===== src/rtl/ram_stream_reader.sv =====
// ram_stream_reader: bursts reads from a 1-cycle-latency RAM port into a
// 2-entry fall-through FIFO and streams them out with a running checksum.
module ram_stream_reader #(
    parameter int ADDR_W = 4,
    parameter int DATA_W = 32
) (
    input  logic              clk,
    input  logic              rst,
    input  logic              start,
    input  logic [ADDR_W-1:0] base_addr,
    input  logic [ADDR_W:0]   length,
    output logic              ram_enb,
    output logic [ADDR_W-1:0] ram_addrb,
    input  logic [DATA_W-1:0] ram_doutb,
    output logic [DATA_W-1:0] out_data,
    output logic              out_valid,
    input  logic              out_ready,
    output logic              busy,
    output logic              done,
    output logic [DATA_W-1:0] checksum
);
    localparam logic [1:0] IDLE = 2'd0, READ = 2'd1, DRAIN = 2'd2, FINISH = 2'd3;
    logic [1:0]        r_state, r_cnt, w_next, w_outstanding;
    logic [ADDR_W-1:0] r_addr;
    logic [ADDR_W:0]   r_remain;
    logic              r_inflight, r_wp, r_rp;
    logic [DATA_W-1:0] r_mem [2];
    logic [DATA_W-1:0] r_sum;
    logic              w_enb, w_acc, w_push, w_pop;
    assign w_outstanding = r_cnt + {1'b0, r_inflight};
    assign w_enb     = !rst && r_state == READ && r_remain != '0 && w_outstanding < 2'd2;
    assign out_valid = !rst && w_outstanding != 2'd0;
    // An empty FIFO passes returning RAM data straight through for minimum latency.
    assign out_data  = r_cnt != 2'd0 ? r_mem[r_rp] : (r_inflight ? ram_doutb : '0);
    assign w_acc     = out_valid && out_ready;
    assign w_pop     = r_cnt != 2'd0 && out_ready;
    assign w_push    = r_inflight && !(r_cnt == 2'd0 && out_ready);
    assign ram_enb   = w_enb;
    assign ram_addrb = r_addr;
    assign busy      = !rst && r_state != IDLE;
    assign done      = !rst && r_state == FINISH;
    assign checksum  = r_sum;
    always_comb begin
        w_next = r_state;
        case (r_state)
            IDLE:    if (start) w_next = length == '0 ? FINISH : READ;
            READ:    if (w_enb && r_remain == (ADDR_W+1)'(1)) w_next = DRAIN;
            DRAIN:   if (w_acc && w_outstanding == 2'd1) w_next = FINISH;
            default: w_next = IDLE;
        endcase
    end
    always_ff @(posedge clk)
        if (w_push) r_mem[r_wp] <= ram_doutb;
    always_ff @(posedge clk) begin
        if (rst) begin
            r_state    <= IDLE;
            r_cnt      <= '0;
            r_addr     <= '0;
            r_remain   <= '0;
            r_inflight <= 1'b0;
            r_wp       <= 1'b0;
            r_rp       <= 1'b0;
            r_sum      <= '0;
        end else begin
            r_state    <= w_next;
            r_inflight <= w_enb;
            r_cnt      <= r_cnt + 2'(w_push) - 2'(w_pop);
            if (w_push) r_wp <= ~r_wp;
            if (w_pop) r_rp <= ~r_rp;
            if (w_acc) r_sum <= r_sum + out_data;
            if (w_enb) begin
                r_addr   <= r_addr + ADDR_W'(1);
                r_remain <= r_remain - (ADDR_W+1)'(1);
            end
            if (r_state == IDLE && start) begin
                r_addr   <= base_addr;
                r_remain <= length;
                r_sum    <= '0;
            end
        end
    end
endmodule


===== config.mk =====
export PLATFORM = sky130hd
export DESIGN_NAME = ram_stream_reader
export DESIGN_NICKNAME = d
export VERILOG_FILES = /design/src/rtl/ram_stream_reader.sv
export SDC_FILE = /design/constraint.sdc
export NUM_CORES = 1
export LEC_CHECK = 0
export ABC_AREA = 1
export BUFFER_PORTS_ARGS = -buffer_cell sky130_fd_sc_hd__buf_2
export CAP_MARGIN = 30
export CORE_MARGIN = 2
export CORE_UTILIZATION = 34
export CTS_BUF_LIST = sky130_fd_sc_hd__clkbuf_4
export DETAILED_ROUTE_END_ITERATION = 8
export GPL_TIMING_DRIVEN = 0
export SLEW_MARGIN = 10
export SYNTH_ARGS = -nofsm -noshare
export SYNTH_HDL_FRONTEND = slang
export SYNTH_SLANG_ARGS = --single-unit

===== constraint.sdc =====
create_clock -name clk -period 3.91 [get_ports clk]
set_input_delay 1.173 -clock clk [delete_from_list [all_inputs] [get_ports clk]]
set_output_delay 1.173 -clock clk [all_outputs]
set_load 0.01 [all_outputs]

==> results of run 1 <==
-- synthesized netlist by cell type --
cell        n
nor2_2      1
xnor2_1     4
nand3_1    79
o21a_1     19
o221ai_1    2
nand4_1     5
nor2_4      1
ha_1       42
or2_1       1
a221oi_1    1
clkbuf_1   15
and2_1      1
o21bai_1   11
or2_2       1
edfxtp_1   64
a211oi_1    2
buf_6       3
buf_1       3
nor2_1     98
inv_1     167
buf_4       1
a31oi_1     2
nor3_1      5
a21oi_1    39
fa_1        1
nor4_1      1
xor2_1     16
nand2_2     3
nand2_1   258
a21o_1      1
inv_2       1
o21ai_0    91
buf_2       5
dfxtp_1    49
-- worst max path at each step --
| stage | from | to | slack [ns] |
|---|---|---|---|
| floorplan | out_ready | r_mem[0][0] | 0.62 |
| global placement | out_ready | r_mem[0][30] | -0.45 |
| detailed placement | ram_doutb[0] | checksum[28] | 0.56 |
| CTS | r_cnt[1] | out_data[16] | 0.02 |
| global route | r_cnt[1] | out_data[1] | 0.01 |
| finish | r_cnt[1] | out_data[1] | 0.22 |
-- power groups by stage --
stage | combinational, W | sequential, W | clock [W]
global route | 0.00268 | 0.00153 | 0.00102
detailed placement | 0.00237 | 0.00153 | 0
floorplan | 0.00152 | 0.00154 | 0
CTS | 0.00238 | 0.00151 | 0.000963
global placement | 0.00233 | 0.00154 | 0
finish | 0.00238 | 0.00151 | 0.000942
-- layout make-up --
type / count / area, sq um
sequential: 113 / 2903
clock buffer: 18 / 135.1
multi-input combinational: 685 / 3522
tap: 275 / 344.1
inverter: 168 / 630.6
buffer: 27 / 133.9
fill: 2201 / 12420
clock inverter: 14 / 165.2
antenna: 1 / 2.502
timing repair buffer: 118 / 635.6
-- registers in the layout (all words and copies together), names as in the netlist, named ones only --
signal	count
r_mem	64
r_inflight	1
r_wp	1
ram_addrb	4
checksum	32
r_cnt	2
r_state	2
r_rp	1
r_remain	5
-- cells by family (layout without fill, tap and decap cells) --
kind of cell	after synthesis	after routing
AND/OR/NAND/NOR	454	454
buffers and inverters	195	345
AO/OA/AOI/OAI	168	168
flip-flops	113	113
adder cells (fa/ha/maj)	43	43
XOR/XNOR	20	20
other	0	1
-- critical path, delay by kind of cell, from the launching register on --
family,cells,cell delay [ns]
flops,1,0.38
compound gates,2,0.69
simple gates,1,0.20
buf+inv,3,0.71
-- routing by layer --
layer	vias to the layer above	wire (um)
li1	3486	-
met3	18	1353
met2	179	9471
met5	-	0
met1	3020	9542
met4	0	302
-- through the flow --
step / worst slack (ns) / hold WS, ns / power [W] / TNS [ns] / utilization
finish: 0.2234 / 0.4600 / 0.004829 / 0 / 0.4056
global route: 0.01110 / 0.5025 / 0.005222 / 0 / 0.4056
CTS: 0.01708 / 0.4588 / 0.004854 / 0 / 0.4055
detailed placement: 0.5618 / 0.4443 / 0.003903 / 0 / 0.3911
global placement: -0.4504 / 0.4384 / 0.003868 / -26.71 / 0.3877
floorplan: 0.6249 / 0.4258 / 0.003062 / 0 / -
-- layout by cell type (no fill, tap or decap), types with 4 or more instances in the layout --
master | Yosys | routed
inv_1 | 167 | 167
o21ai_0 | 91 | 87
clkbuf_4 | 0 | 18
clkbuf_1 | 15 | 15
nand4_1 | 5 | 5
o21a_1 | 19 | 19
nand3_1 | 79 | 79
o21bai_1 | 11 | 11
dfxtp_1 | 49 | 49
buf_2 | 5 | 121
xor2_1 | 16 | 16
nor2_1 | 98 | 96
nor3_1 | 5 | 5
edfxtp_1 | 64 | 64
a21oi_1 | 39 | 39
o21ai_1 | 0 | 4
ha_1 | 42 | 42
xnor2_1 | 4 | 4
nand2_1 | 258 | 258
clkinvlp_4 | 0 | 4
==> results.md, run 1 <==
* PostCTS Resize Cnt at 0
* FF-to-FF setup slack at 0.71 ns
* Final-report max-slew violation count at 0
* Required @ worst endpoint at 2.74 ns
* Slew margin rel. at 0.3941
* Logic pwr share at 0.493
* Post-route design area at 8472 sq um
* Post-synthesis cell area at 7174 sq um
* Post-synthesis adder-cell area fraction at 0.07604
* Clock share of power at 0.195
* Clk slew on worst S/H paths at 0.10 ns
* Routing usage on met1 at 0.2541
* Total CTS buffers at 17
* H-tree depth at 4
* Gpl congestion at 0.9145
* Final setup viols at 0
* Hold path depth at 1
* Hold wc startpoint: r_rp
* Top post-synthesis cells by area: edfxtp_1, dfxtp_1, nand2_1
* Area of placed instances at 8169 sq um
* #FFs+latches synth at 113
* Syn avg cell area at 7.225 sq um
* Switch Pwr at 0.002179 W
* Leading area contributor after synthesis: edfxtp_1
* Mapped Cells at 993
* Peak supply drop at 0.0002141 V
* Met2 Usage GRT at 0.3058
* IO Port Bufs at 116
* Die Wd at 149.3 um
* Avg Vias per Cell at 4.724
* Starting Density at 0.3435
* Post-CTS Hold Fix Bufs at 0
* P&R area growth vs syn at 18.09%
* DRC at 0
* Met3 Usage GRT at 0.04495
* Vias in the first global route at 6316
* Clock Sinks at 113
* Crit path launch type: flip-flop
* Slowest CP cell: o21ai_0
* Final Hold Viols at 0
* Status: finished clean
* Cells along the critical path: inv_1, nand2_1, clkbuf_1, o21ai_0, o21ai_0, buf_2
* FMAX at 271.3 MHz
* Internal Pwr Total at 0.002649 W
* CP arrival at 2.51 ns
* Grt total ovfl at 0
* Critical Path End Type: primary output
* Worst reg2reg endpoint: checksum[30]
* Final #Nets at 1218
* Ratio of cells with drive above 1 in the final layout at 0.1461
* Dpl cells at 1386
* GRT busiest layer: met2
* Vias after detailed routing at 6703
* Synth Warn # at 0
* TritonRoute pass-1 iters at 5
* Die area at 22280 sq um
* Largest net degree at the start of global routing at 23
* Worst hold path class: reg2reg
* Synth Net Count at 1081
* Slowest stage delay, CP at 0.55 ns
* Clock Skew at 0.02145 ns
* Slew @ Worst Pin at 0.8994 ns
* Sequential fraction of the synthesis area at 0.4046
* CP max FO at 10
* Compound-Gate Fraction of Synth Area at 0.1306
* Vert. Die Dim at 149.3 um
* Reg power frac at 0.312
* IO Pins at 117
* Period utilization at 0.9429
* Drt wl/cell at 14.57 um
* Hpwl dp at 16260 um
* Mux cell area share after synthesis at 0
* Clock Path Buffers at 2
* Simple-gate portion of the synthesized area at 0.2578
* Distinct cells, synth at 34
* Rows at 53
* Leak pwr at 4.317 nW
* CP most frequent cell: o21ai_0
* Post-CTS Setup Inserts at 0
* P per Cell Area at 570.0 nW/um^2
* Worst-skew pair later-pin latency at 0.56 ns
* Initial drt markers at 403
* Total Routing Usage GR at 0.1897
* Critical path class: reg2out
* Post-Synth XOR/XNOR Area at 0.02442
* Post-Route WL at 20670 um
* Layout Cells excl Fill at 1419
* TritonCTS clock tree: done
* First-pass GRT wire length at 32420 um
* Initial antenna violation count at 1
* Worst R2R Start: r_cnt[1]
* Worst r2r path cells at 18
* Sw Ratio at 0.4513
* Max-Cap Viols at 0
* CTS root buffer: clkbuf_4
* Main combinational cell family by area after synthesis: simple AND/OR/NAND/NOR gates
* Post-route ant nets at 0
* Min Tclk post-route at 3.687 ns
* Synth top area share at 0.2679
* Core ar. at 20890 sq um
* Unrepaired setup endpoints after global routing: no
Power figures use the tool's default switching activity.
==> run 2, diff against run 1 <==
==> constraint.sdc (replaced) <==
create_clock -name clk -period 3.25 [get_ports clk]
set_input_delay 0.975 -clock clk [delete_from_list [all_inputs] [get_ports clk]]
set_output_delay 0.975 -clock clk [all_outputs]
set_load 0.01 [all_outputs]
==> run 2 against run 1 <==
  * First-iteration DRC count down 3.7%
  * Sequential power up 20%
  * Worst hold slack about the same
  * Utilization up 0.28 points
  * Register-to-register slack worse by 0.29 ns
  * Via count up 0.13%
  * Combinational power up 24%
  * Worst setup slack worse by 0.067 ns
  * Cell area up 0.68%
  * Die area unchanged
  * Critical path type unchanged
  * Highest routed layer unchanged
==> results.md, run 2 (synthesis results as in run 1) <==
* Status: finished clean
* Largest net degree at the start of global routing at 23 (unchanged)
* Crit path max-delay family: buffers and inverters
* Rows at 53 (unchanged)
* Post-Route WL at 20650 um (about the same)
* Slowest CP cell: clkbuf_1
* Leading cell types in the layout, fill and taps excluded: nand2_1, inv_1, buf_2
* Max reg flops at 64 (unchanged)
* P&R area growth vs syn at 18.89%
* First-pass GRT wire length at 32440 um (about the same)
* Vert. Die Dim at 149.3 um (unchanged)
* Drt wl/cell at 14.55 um (about the same)
* Slew margin rel. at 0.3944 (about the same)
* Die Wd at 149.3 um (unchanged)
* Avg Vias per Cell at 4.730 (+0.13%)
* Worst hold path class: reg2reg
* Hpwl dp at 16260 um (unchanged)
* Vias in the first global route at 6325 (+0.14%)
* Critical Path End Type: primary output
* Final Hold Viols at 0 (unchanged)
* Min Tclk post-route at 3.093 ns
* Top reg by flops: r_mem
* TritonCTS clock tree: done
* Period utilization at 0.9517
* Grt total ovfl at 0 (unchanged)
* Vias after detailed routing at 6712 (+0.13%)
* Post-route ant nets at 0 (unchanged)
* Total CTS buffers at 17 (unchanged)
* Cells along the critical path: buf_2, clkbuf_1, nor2_1, o21ai_2, buf_2
* Total Routing Usage GR at 0.1897 (about the same)
* IO Pins at 117 (unchanged)
* Commonest non-fill, non-tap cell in the layout: nand2_1
* Starting Density at 0.3435 (unchanged)
* Initial drt markers at 388 (-3.7%)
* Final-report max-slew violation count at 0 (unchanged)
* Gpl congestion at 0.9145 (unchanged)
* P per Cell Area at 691.7 nW/um^2 (+21%)
* Peak supply drop at 0.0002577 V (+20%)
* Slowest stage delay, CP at 0.43 ns (-0.12 ns)
* Required @ worst endpoint at 2.27 ns (-0.47 ns)
* FMAX at 323.3 MHz
* Crit path launch type: flip-flop
* Dpl cells at 1386 (unchanged)
* Core ar. at 20890 sq um (unchanged)
* Fin Setup TNS at 0 ns (unchanged)
* Max-Cap Viols at 0 (unchanged)
* Initial antenna violation count at 1 (unchanged)
* CP max FO at 10 (unchanged)
* Ratio of cells with drive above 1 in the final layout at 0.1671 (+0.02100)
* Worst-skew pair later-pin latency at 0.56 ns (about the same)
* Layout Cells excl Fill at 1419 (unchanged)
* H-tree depth at 4 (unchanged)
* Final setup viols at 0 (unchanged)
* Leak pwr at 4.378 nW (+1.4%)
* IO Port Bufs at 116 (unchanged)
* Final #Nets at 1218 (unchanged)
* DRC at 0 (unchanged)
* CP arrival at 2.12 ns (-0.39 ns)
* Post-CTS Hold Fix Bufs at 0 (unchanged)
* Critical path class: reg2out
* Die area at 22280 sq um (unchanged)
* Clock Skew at 0.02270 ns (+0.001247 ns)
* CTS root buffer: clkbuf_4
* Clock Path Buffers at 2 (unchanged)
* CP most frequent cell: buf_2
* Slew @ Worst Pin at 0.8989 ns (-0.0005086 ns)
* Clock Sinks at 113 (unchanged)
* TritonRoute pass-1 iters at 5 (unchanged)
* CP Buf/Inv Count at 3 (unchanged)
* Pwr Total at 0.005900 W (+22%)
* Clk slew on worst S/H paths at 0.10 ns (about the same)
run 2: cell types whose count changed in the layout (fill, tap and decap cells not counted), sizes merged:
cell	delta
buf	+1
clkbuf	-1
run 2: repair_timing:
action,CTS,global route
endpoints found under the setup margin,38,40
buffers inserted,0,0
gates resized for setup,22,39
run 2: final timing paths:
check,from,endpoint,slack (ns),cells past startpoint
worst min-delay path,r_rp,flip-flop,0.46,1
worst max-delay path,flip-flop,out_data[16],0.16,5
worst max register to register,r_cnt[1],checksum[28],0.42,17
worst min register to register,r_rp,flip-flop,0.46,1
run 2: power by group:
part | switching (W) | internal (W) | total (W)
combinational | 0.00194 | 0.00101 | 0.00295
clock | 0.000598 | 0.000537 | 0.00114
sequential | 0.000125 | 0.00169 | 0.00181
total | 0.00266 | 0.00324 | 0.00590
run 2: final cells by class:
class | count | area, sq um
Fill cell | 2198 | 12360
Multi-Input combinational cell | 685 | 3560
Sequential cell | 113 | 2903
Timing Repair Buffer | 118 | 635.6
Inverter | 168 | 630.6
Tap cell | 275 | 344.1
Clock inverter | 14 | 165.2
Buffer | 27 | 153.9
Clock buffer | 18 | 135.1
Antenna cell | 1 | 2.502
run 2: metal layers:
layer,track usage,share of wire,vias up,routed length [um]
met2,0.3060,0.46,165,9464
met3,0.04495,0.061,19,1256
li1,-,-,3489,-
met4,0.05429,0.015,0,306
met1,0.2541,0.47,3039,9623
met5,0,0,-,0
run 2: through the flow:
stage	util	setup slack (ns)	cell area (sq um)	hold slack, ns
finish	0.4083	0.1568	8529	0.4599
global route	0.4083	-0.00002798	8529	0.5025
CTS	0.4063	0.002464	8487	0.4588
detailed placement	0.3911	-0.03800	8169	0.4443
global placement	0.3877	-0.9124	8099	0.4384
floorplan	-	0.1629	7174	0.4258
==> run 3, diff against run 2 <==
--- a/config.mk
+++ b/config.mk
@@ -8,11 +8,14 @@
 export ABC_AREA = 1
 export BUFFER_PORTS_ARGS = -buffer_cell sky130_fd_sc_hd__buf_2
 export CAP_MARGIN = 30
+export CELL_PAD_IN_SITES_DETAIL_PLACEMENT = 0
+export CELL_PAD_IN_SITES_GLOBAL_PLACEMENT = 1
 export CORE_MARGIN = 2
-export CORE_UTILIZATION = 34
+export CORE_UTILIZATION = 30
 export CTS_BUF_LIST = sky130_fd_sc_hd__clkbuf_4
 export DETAILED_ROUTE_END_ITERATION = 8
 export GPL_TIMING_DRIVEN = 0
+export PLACE_DENSITY_LB_ADDON = 0.1
 export SLEW_MARGIN = 10
 export SYNTH_ARGS = -nofsm -noshare
 export SYNTH_HDL_FRONTEND = slang
==> run 3 against run 2 <==
  * Clock power increased by 6%
  * Utilization shrank 4.1 points
  * Sequential power is essentially flat
  * Non-clock buffer count rose by 1
  * Wire length up 14%
  * Count of clock-buffer cells in the layout rose by 1
  * Maximum frequency hardly changed
  * First-iteration DRC count down 23%
  * Clock skew up 0.012 ns
  * Via count fell by 2.1%
  * Critical path type unchanged
  * Largest cell class unchanged
==> results.md, run 3 (synthesis results as in run 1) <==
* Vias after detailed routing at 6572 (-2.1%)
* Crit path launch type: flip-flop
* Clock Path Buffers at 2 (unchanged)
* Leak pwr at 4.400 nW (+0.52%)
* Post-CTS Hold Fix Bufs at 0 (unchanged)
* Rows at 56 (+5.7%)
* Slew margin rel. at 0.6236 (+0.2291)
* DRC at 0 (unchanged)
* CTS root buffer: clkbuf_4
* Dpl cells at 1430 (+3.2%)
* Hold Slack at 0.4445 ns (-0.01544 ns)
* P&R area growth vs syn at 20.04%
* FF-to-FF setup slack at 0.29 ns (-0.13 ns)
* IO Pins at 117 (unchanged)
* Max-Cap Viols at 0 (unchanged)
* Unrepaired setup endpoints after global routing: no
* Clk slew on worst S/H paths at 0.11 ns (about the same)
* Core ar. at 23470 sq um (+12%)
* Top reg by flops: r_mem
* Avg Vias per Cell at 4.489 (-5.1%)
* Total CTS buffers at 17 (unchanged)
* Logic pwr share at 0.501 (about the same)
* Final Hold Viols at 0 (unchanged)
* CP arrival at 2.12 ns (about the same)
* Fin Setup TNS at 0 ns (unchanged)
* Vert. Die Dim at 158.6 um (+6.3%)
* Switch Pwr at 0.002742 W (+3.1%)
* Post-route design area at 8612 sq um (+0.97%)
* Sw Ratio at 0.4517 (+0.0008933)
* Largest net degree at the start of global routing at 23 (unchanged)
* Layout Cells excl Fill at 1464 (+3.2%)
* Status: finished clean
* Multi-input combinational cell area at 3583 sq um (+0.67%)
* Initial drt markers at 297 (-23%)
* Die area at 25170 sq um (+13%)
* Critical Path End Type: primary output
* Starting Density at 0.3057 (-0.03781)
* Total Routing Usage GR at 0.1947 (+0.004933)
* Internal Pwr Total at 0.003328 W (+2.7%)
* Commonest non-fill, non-tap cell in the layout: nand2_1
* Ratio of cells with drive above 1 in the final layout at 0.1722 (+0.005099)
* Clock share of power at 0.200 (+0.008)
* Die Wd at 158.6 um (+6.3%)
* Drt wl/cell at 16.04 um (+10%)
* CP max FO at 10 (unchanged)
* Peak supply drop at 0.0002836 V (+10%)
* Grt total ovfl at 0 (unchanged)
* H-tree depth at 4 (unchanged)
* Final setup viols at 0 (unchanged)
* Sequential standard cell area at 2903 sq um (unchanged)
* TritonCTS clock tree: done
* Min Tclk post-route at 3.094 ns (+0.0009430 ns)
* Slew @ Worst Pin at 0.5647 ns (-0.3342 ns)
* Hpwl dp at 18440 um (+13%)
* Post-Route WL at 23480 um (+14%)
* Max reg flops at 64 (unchanged)
* Worst hold path class: reg2reg
* Clock Skew at 0.03426 ns (+0.01157 ns)
* Worst-skew pair later-pin latency at 0.54 ns (-0.02 ns)
* IO Port Bufs at 116 (unchanged)
* Vias in the first global route at 6412 (+1.4%)
* Post-CTS Setup Inserts at 0 (unchanged)
* Period utilization at 0.9520 (about the same)
* Final #Nets at 1219 (+0.082%)
* Critical path class: reg2out
* Clock Sinks at 113 (unchanged)
* FILL cells at 2595 (+18%)
* TritonRoute pass-1 iters at 4 (-1)
* P per Cell Area at 704.7 nW/um^2 (+1.9%)
* Leading cell types in the layout, fill and taps excluded: nand2_1, inv_1, buf_2
* FMAX at 323.2 MHz (about the same)
* Required @ worst endpoint at 2.27 ns (about the same)
* Reg power frac at 0.299 (-0.008)
* Final-report max-slew violation count at 0 (unchanged)
* First-pass GRT wire length at 36410 um (+12%)
* Area of placed instances at 8209 sq um (+0.49%)
* Initial antenna violation count at 2 (+1)
* Post-route ant nets at 0 (unchanged)
* Gpl congestion at 0.8369 (-8.5%)
run 3: cell count changes in the layout (fill, tap and decap cells not counted), moves of 3 or more:
cell      change
clkinv_1      +3
o21ai_0       +4
o21ai_1       -7
o21ai_2       +3
run 3: stage by stage:
| step | setup WS, ns | utilization | power [W] |
|---|---|---|---|
| 4_1_cts | 0.03868 | 0.3659 | 0.006152 |
| 2_1_floorplan | 0.1629 | - | 0.003684 |
| 3_5_place_dp | -0.3744 | 0.3497 | 0.004813 |
| 5_1_grt | 0.002729 | 0.3669 | 0.006568 |
| 6_report | 0.1559 | 0.3669 | 0.006069 |
| 3_3_place_gp | -1.096 | 0.3474 | 0.004807 |
run 3: what timing repair did:
item | CTS | global route
endpoints found under the hold margin | 0 | 0
setup endpoints to repair | 53 | 17
pin swaps | 0 | 1
resized for setup | 49 | 13
run 3: metal layers:
metal | GRT usage | wire [um] | share of wire
met3 | 0.03157 | 752 | 0.032
met5 | 0 | 0 | 0
met1 | 0.2793 | 11990 | 0.51
met4 | 0.03604 | 167 | 0.0071
met2 | 0.3109 | 10570 | 0.45
run 3: layout make-up:
type,instances,share of cell area
Multi-Input combinational cell,685,0.4161
Sequential cell,113,0.3371
Inverter,168,0.07322
Timing Repair Buffer,119,0.07264
Tap cell,319,0.04635
Clock inverter,13,0.01961
Buffer,27,0.01816
Clock buffer,19,0.01656
Antenna cell,1,0.0002906
run 3: critical path, stage by stage, from the launching register on:
cell	delay, ns
dfxtp_1	0.31
buf_2	0.16
inv_1	0.17
clkbuf_2	0.27
o21ai_0	0.13
o21ai_2	0.36
buf_2	0.21
run 3: path summary, 6_finish.rpt:
path / from / end / cells after the start
min: r_rp / flip-flop / 1
max reg2reg: flip-flop / checksum[30] / 17
max: flip-flop / out_data[11] / 6
min reg2reg: r_rp / flip-flop / 1
run 3: power by group through the flow:
stage / clock network (W) / registers (W) / logic, W
after floorplan: 0 / 0.00186 / 0.00183
after global placement: 0 / 0.00185 / 0.00295
after detailed placement: 0 / 0.00185 / 0.00296
after CTS: 0.00125 / 0.00182 / 0.00309
after global routing: 0.00131 / 0.00184 / 0.00342
final: 0.00121 / 0.00181 / 0.00304
